<file path="src/rtl/suspend_ack_ctrl.sv">
// Suspend request/acknowledge responder: synchronizes SREQ, quiesces user logic,
// waits for BUSY to drain (or times out), then holds SACK until SREQ is withdrawn.
module suspend_ack_ctrl #(
    parameter int SYNC_STAGES    = 2,
    parameter int DRAIN_CYCLES   = 16,
    parameter int TIMEOUT_CYCLES = 1024,
    parameter int RESUME_CYCLES  = 4
) (
    input  logic CLK,
    input  logic RST_N,
    input  logic SREQ,
    input  logic BUSY,
    output logic SACK,
    output logic QUIESCE,
    output logic SUSPENDED,
    output logic TIMEOUT
);

    localparam int QW = (DRAIN_CYCLES   > 1) ? $clog2(DRAIN_CYCLES)   : 1;
    localparam int TW = (TIMEOUT_CYCLES > 1) ? $clog2(TIMEOUT_CYCLES) : 1;
    localparam int RW = (RESUME_CYCLES  > 1) ? $clog2(RESUME_CYCLES)  : 1;

    localparam logic [QW-1:0] QUIET_LAST   = QW'(DRAIN_CYCLES - 1);
    localparam logic [TW-1:0] TIMEOUT_LAST = TW'(TIMEOUT_CYCLES - 1);
    localparam logic [RW-1:0] RESUME_LAST  = RW'(RESUME_CYCLES - 1);

    typedef enum logic [1:0] {
        ST_IDLE,
        ST_DRAIN,
        ST_ACK,
        ST_RESUME
    } state_e;

    state_e            state_q, state_d;
    logic [SYNC_STAGES-1:0] sync_q;
    logic              sreq_s;
    logic [QW-1:0]     quiet_q, quiet_d;
    logic [TW-1:0]     tcnt_q, tcnt_d;
    logic [RW-1:0]     rcnt_q, rcnt_d;
    logic              timeout_q, timeout_d;
    logic              sack_q, sack_d;
    logic              suspended_q, suspended_d;
    logic              quiesce_q, quiesce_d;

    // SREQ is asynchronous to CLK; only the last synchronizer stage is used.
    always_ff @(posedge CLK or negedge RST_N) begin
        if (!RST_N) begin
            sync_q <= '0;
        end else begin
            sync_q <= {sync_q[SYNC_STAGES-2:0], SREQ};
        end
    end

    assign sreq_s = sync_q[SYNC_STAGES-1];

    // NOTE: every target gets a default first so this block cannot infer a latch.
    always_comb begin
        state_d   = state_q;
        quiet_d   = quiet_q;
        tcnt_d    = tcnt_q;
        rcnt_d    = rcnt_q;
        timeout_d = timeout_q;

        unique case (state_q)
            ST_IDLE: begin
                if (sreq_s) begin
                    state_d   = ST_DRAIN;
                    quiet_d   = '0;
                    tcnt_d    = '0;
                    timeout_d = 1'b0;
                end
            end
            ST_DRAIN: begin
                if (!sreq_s) begin
                    state_d = ST_RESUME;
                    rcnt_d  = '0;
                end else if (!BUSY && quiet_q == QUIET_LAST) begin
                    state_d = ST_ACK;
                end else if (tcnt_q == TIMEOUT_LAST) begin
                    state_d   = ST_ACK;
                    timeout_d = 1'b1;
                end else begin
                    if (BUSY) begin
                        quiet_d = '0;
                    end else if (quiet_q != QUIET_LAST) begin
                        quiet_d = quiet_q + 1'b1;
                    end
                    if (tcnt_q != TIMEOUT_LAST) begin
                        tcnt_d = tcnt_q + 1'b1;
                    end
                end
            end
            ST_ACK: begin
                if (!sreq_s) begin
                    state_d = ST_RESUME;
                    rcnt_d  = '0;
                end
            end
            ST_RESUME: begin
                // The request is deliberately ignored here; IDLE picks it up afterwards.
                if (rcnt_q == RESUME_LAST) begin
                    state_d = ST_IDLE;
                end else begin
                    rcnt_d = rcnt_q + 1'b1;
                end
            end
            default: begin
                state_d = ST_IDLE;
            end
        endcase
    end

    // Outputs are decoded from the state being entered, then registered.
    always_comb begin
        quiesce_d   = (state_d != ST_IDLE);
        sack_d      = (state_d == ST_ACK);
        suspended_d = (state_d == ST_ACK);
    end

    // NOTE: sequential state uses non-blocking assignments only.
    always_ff @(posedge CLK or negedge RST_N) begin
        if (!RST_N) begin
            state_q     <= ST_IDLE;
            quiet_q     <= '0;
            tcnt_q      <= '0;
            rcnt_q      <= '0;
            timeout_q   <= 1'b0;
            sack_q      <= 1'b0;
            suspended_q <= 1'b0;
            quiesce_q   <= 1'b0;
        end else begin
            state_q     <= state_d;
            quiet_q     <= quiet_d;
            tcnt_q      <= tcnt_d;
            rcnt_q      <= rcnt_d;
            timeout_q   <= timeout_d;
            sack_q      <= sack_d;
            suspended_q <= suspended_d;
            quiesce_q   <= quiesce_d;
        end
    end

    assign SACK      = sack_q;
    assign SUSPENDED = suspended_q;
    assign QUIESCE   = quiesce_q;
    assign TIMEOUT   = timeout_q;

endmodule

</file>
<file path="config.mk">
export PLATFORM = sky130hd
export DESIGN_NAME = suspend_ack_ctrl
export DESIGN_NICKNAME = d
export VERILOG_FILES = /design/src/rtl/suspend_ack_ctrl.sv
export SDC_FILE = /design/constraint.sdc
export NUM_CORES = 1
export LEC_CHECK = 0
export ABC_AREA = 1
export BUFFER_PORTS_ARGS = -buffer_cell sky130_fd_sc_hd__clkbuf_2
export CORE_MARGIN = 3
export CORE_UTILIZATION = 65
export CTS_BUF_LIST = sky130_fd_sc_hd__clkbuf_4
export CTS_CLUSTER_DIAMETER = 150
export DETAILED_ROUTE_END_ITERATION = 6
export GPL_TIMING_DRIVEN = 0
export HOLD_SLACK_MARGIN = 0.12
export PLACE_DENSITY_LB_ADDON = 0.08
export SLEW_MARGIN = 20
export SYNTH_ARGS = -nofsm -noshare
export SYNTH_HDL_FRONTEND = slang
export SYNTH_SLANG_ARGS = --single-unit
export TNS_END_PERCENT = 100
</file>
<file path="constraint.sdc">
create_clock -name CLK -period 3.3 [get_ports CLK]
set_clock_uncertainty 0.2 [all_clocks]
set_input_delay 0.495 -clock CLK [delete_from_list [all_inputs] [get_ports CLK]]
set_output_delay 0.495 -clock CLK [all_outputs]
set_load 0.02 [all_outputs]
</file>
==> flow_summary.yaml <==
status:
  outcome: "completed"
final_layout:
  n_fill_cell: 140
  fin_nets: 196
  drive_above_1_share_pct: 14.7
  area_growth_pct: 8.39
  insertedDiodeCount: 0
floorplanning:
  initial_core_util_pct: 73.7
  die-area_mm2: 0.00267
  fp.dieW_um: 51.7
  core_mm2: 0.00184
  ios: 8
  num_rows: 15
  die_y_um: 51.7
power:
  ir_worst_vdd_v: 0.000674
  p_switching_uw: 458
  internal_power_uw: 564
  pwr-share-seq_pct: 39.6
  swShare_pct: 44.8
  leakagePower_nw: 0.762
  pwr-share-clk_pct: 13.5
  powerDensity_mw_per_mm2: 695
  pwr-share-comb_pct: 46.9
place:
  dp_hpwl_um: 1940
  gp_congestion: 0.832
  io_buffer_count: 7
clock_tree:
  clock_latency_ps: 330
  numCtsBuffers: 3
  cts_resized: 0
  path_clk_slew_ps: 130
  cts_root_buf: "clkbuf_4"
  htreeDepth: 1
  cts_setup_buffers: 0
  cts_buffer_depth: 2
  cts_tree: "done"
  cts.sinks: 23
critical_path:
  crit_required_ps: 3380
  worstSetupStartpointType: "register"
  worstSetupEndpointType: "register"
  critPathKind: "register to register"
  worstPathArrival_ps: 2090
  crit_fanout: 10
timing:
  relSlewSlack_pct: 61.6
  hold_viol_final: 0
  drv_slew: 0
  period_needed_ps: 2010
  fin_tns_setup_ps: 0
  fmax_mhz: 498
  worst_slew_pin_slew_ps: 576
  min_period_over_period_pct: 60.9
  rsz0062_at_grt: "false"
  holdWs_ps: 205
  finalSetupViolCount: 0
yosys:
  yosys_warnings: 0
  synth_top_area_cell: "dfrtp_1"
  synth_top_area_share_pct: 42.4
  synth_nets: 182
  ys_seq_area_share_pct: 42.4
  synth.distinct_cells: 25
  syn_avg_cell_area_um2: 7.93
  ys_ff_latch: 23
  synthesis.instances: 171
  syn_area_mm2: 0.00136
  synthTopCellsByArea: "dfrtp_1, nand2_1, ha_1, inv_1, nor2_1"
routing:
  ant_nets: 0
  avgViaCountPerCell: 5.41
  drt_iter0_markers: 13
  post_drt_wl_per_cell_um: 13.0
  post-route-drc-count: 0
  finalWirelength_um: 2720
  firstDrtPassIters: 4
  vias: 1131
hold_path:
  min_path_type: "register to register"
global_routing:
  gr-total-overflow: 0
  grt_max_degree: 24
  antenna_found_initial: 0
  grtUsageMet1_pct: 27.5
  busiest_layer: "met2"
  track_usage_pct: 23.9
  grt_pass1_wl_um: 4720
  grt_pass1_vias: 1123
  grt_use_met2_pct: 42.8
  grtUsageMet3_pct: 4.58
job:
  maxCapViolCount: 0
[power by group through the flow]
stage          registers, mW  logic [mW]  clock network [mW]
2_1_floorplan          0.406       0.355                   0
3_3_place_gp           0.402       0.443                   0
3_5_place_dp           0.408       0.477                   0
4_1_cts                0.403       0.481               0.140
5_1_grt                0.412       0.544               0.154
6_report               0.405       0.479               0.138
[worst max-delay path, cell delays in order (launching register included)]
cell and delay [ps]:
dfrtp_1 480, inv_1 110, ha_1 190, clkbuf_8 160, nor3_4 230, inv_1 100
nand2_1 130, buf_4 200, nand3_1 90, nand2_1 70
[per-stage QoR]
step	instance area (um2)	cells	utilization, %	total power, mW	setup slack [ps]
detailed placement	1420	203	77.3	0.886	1320
CTS	1470	209	79.9	1.02	1300
floorplan	1360	171	-	0.761	1560
global placement	1420	203	77.3	0.845	1390
finish	1470	209	79.9	1.02	1290
global route	1470	209	79.9	1.11	1170
[final timing paths]
check | start | to | slack [ps] | depth (start not counted)
min in group asynchronous | RST_N | tcnt_q[2]$_DFFE_PN0P_ | 500 | 2
max in group asynchronous | RST_N | quiet_q[2]$_DFFE_PN0P_ | 2020 | 2
worst max register to register | state_q[1]$_DFF_PN0_ | quiet_q[1]$_DFFE_PN0P_ | 1290 | 9
worst max-delay path | state_q[1]$_DFF_PN0_ | quiet_q[1]$_DFFE_PN0P_ | 1290 | 9
worst min-delay path | sync_q[0]$_DFF_PN0_ | sync_q[1]$_DFF_PN0_ | 200 | 0
worst min register to register | sync_q[0]$_DFF_PN0_ | sync_q[1]$_DFF_PN0_ | 200 | 0
[layout make-up]
type / count / area [um2] / share of cell area, %
buffer: 4 / 40.0 / 2.72
clock buffer: 3 / 22.5 / 1.53
clock inverter: 1 / 5.00 / 0.340
inverter: 20 / 75.1 / 5.11
multi-input combinational: 124 / 666 / 45.3
sequential: 23 / 576 / 39.1
tap: 25 / 31.3 / 2.13
timing repair buffer: 9 / 55.1 / 3.74
[per-layer routing]
layer	vias up	wire, um
met5	-	0
met4	0	44
met3	5	112
met2	29	1410
met1	537	1150
li1	560	-
[state kept, by name, indices dropped and copies added (netlist names)]
name / cells
tcnt_q: 10
quiet_q: 4
rcnt_q: 2
state_q: 2
sync_q: 2
QUIESCE: 1
SUSPENDED: 1
TIMEOUT: 1
[cells in the mapped netlist, drive strengths merged]
cell type  instances
o31ai              1
clkbuf             1
or2                1
o21ai              8
inv               20
nor3b              1
nand3             11
xor2               6
buf                3
o21a               1
dfrtp             23
nand2             57
nor3               3
a21oi              3
ha                 7
nor2              20
nand4              4
a31oi              1
[cells by family (layout without fill, tap and decap cells)]
family / count (synthesis) / in the layout / synth area share, %
simple gates: 97 / 97 / 32.0
fa+ha+maj: 7 / 7 / 6.46
xor+xnor: 6 / 6 / 3.87
flops: 23 / 23 / 42.4
buf+inv: 24 / 37 / 8.49
compound gates: 14 / 14 / 6.73
[timing repair]
item / in CTS / in global routing
endpoints found under the setup margin: 0 / 0
hold buffers: 2 / 0
endpoints found under the hold margin: 24 / 0
[layout by cell type, fill, tap and decap left out, drive strengths merged]
cell type,count
nor2,20
clkbuf,11
nand3,11
o21a,1
clkinv,1
nor3,3
inv,20
or2,1
nor3b,1
a21oi,3
buf,3
nand4,4
o21ai,8
dlygate4sd3,2
a31oi,1
dfrtp,23
ha,7
o31ai,1
xor2,6
nand2,57
(Power assumes the default switching activity.)
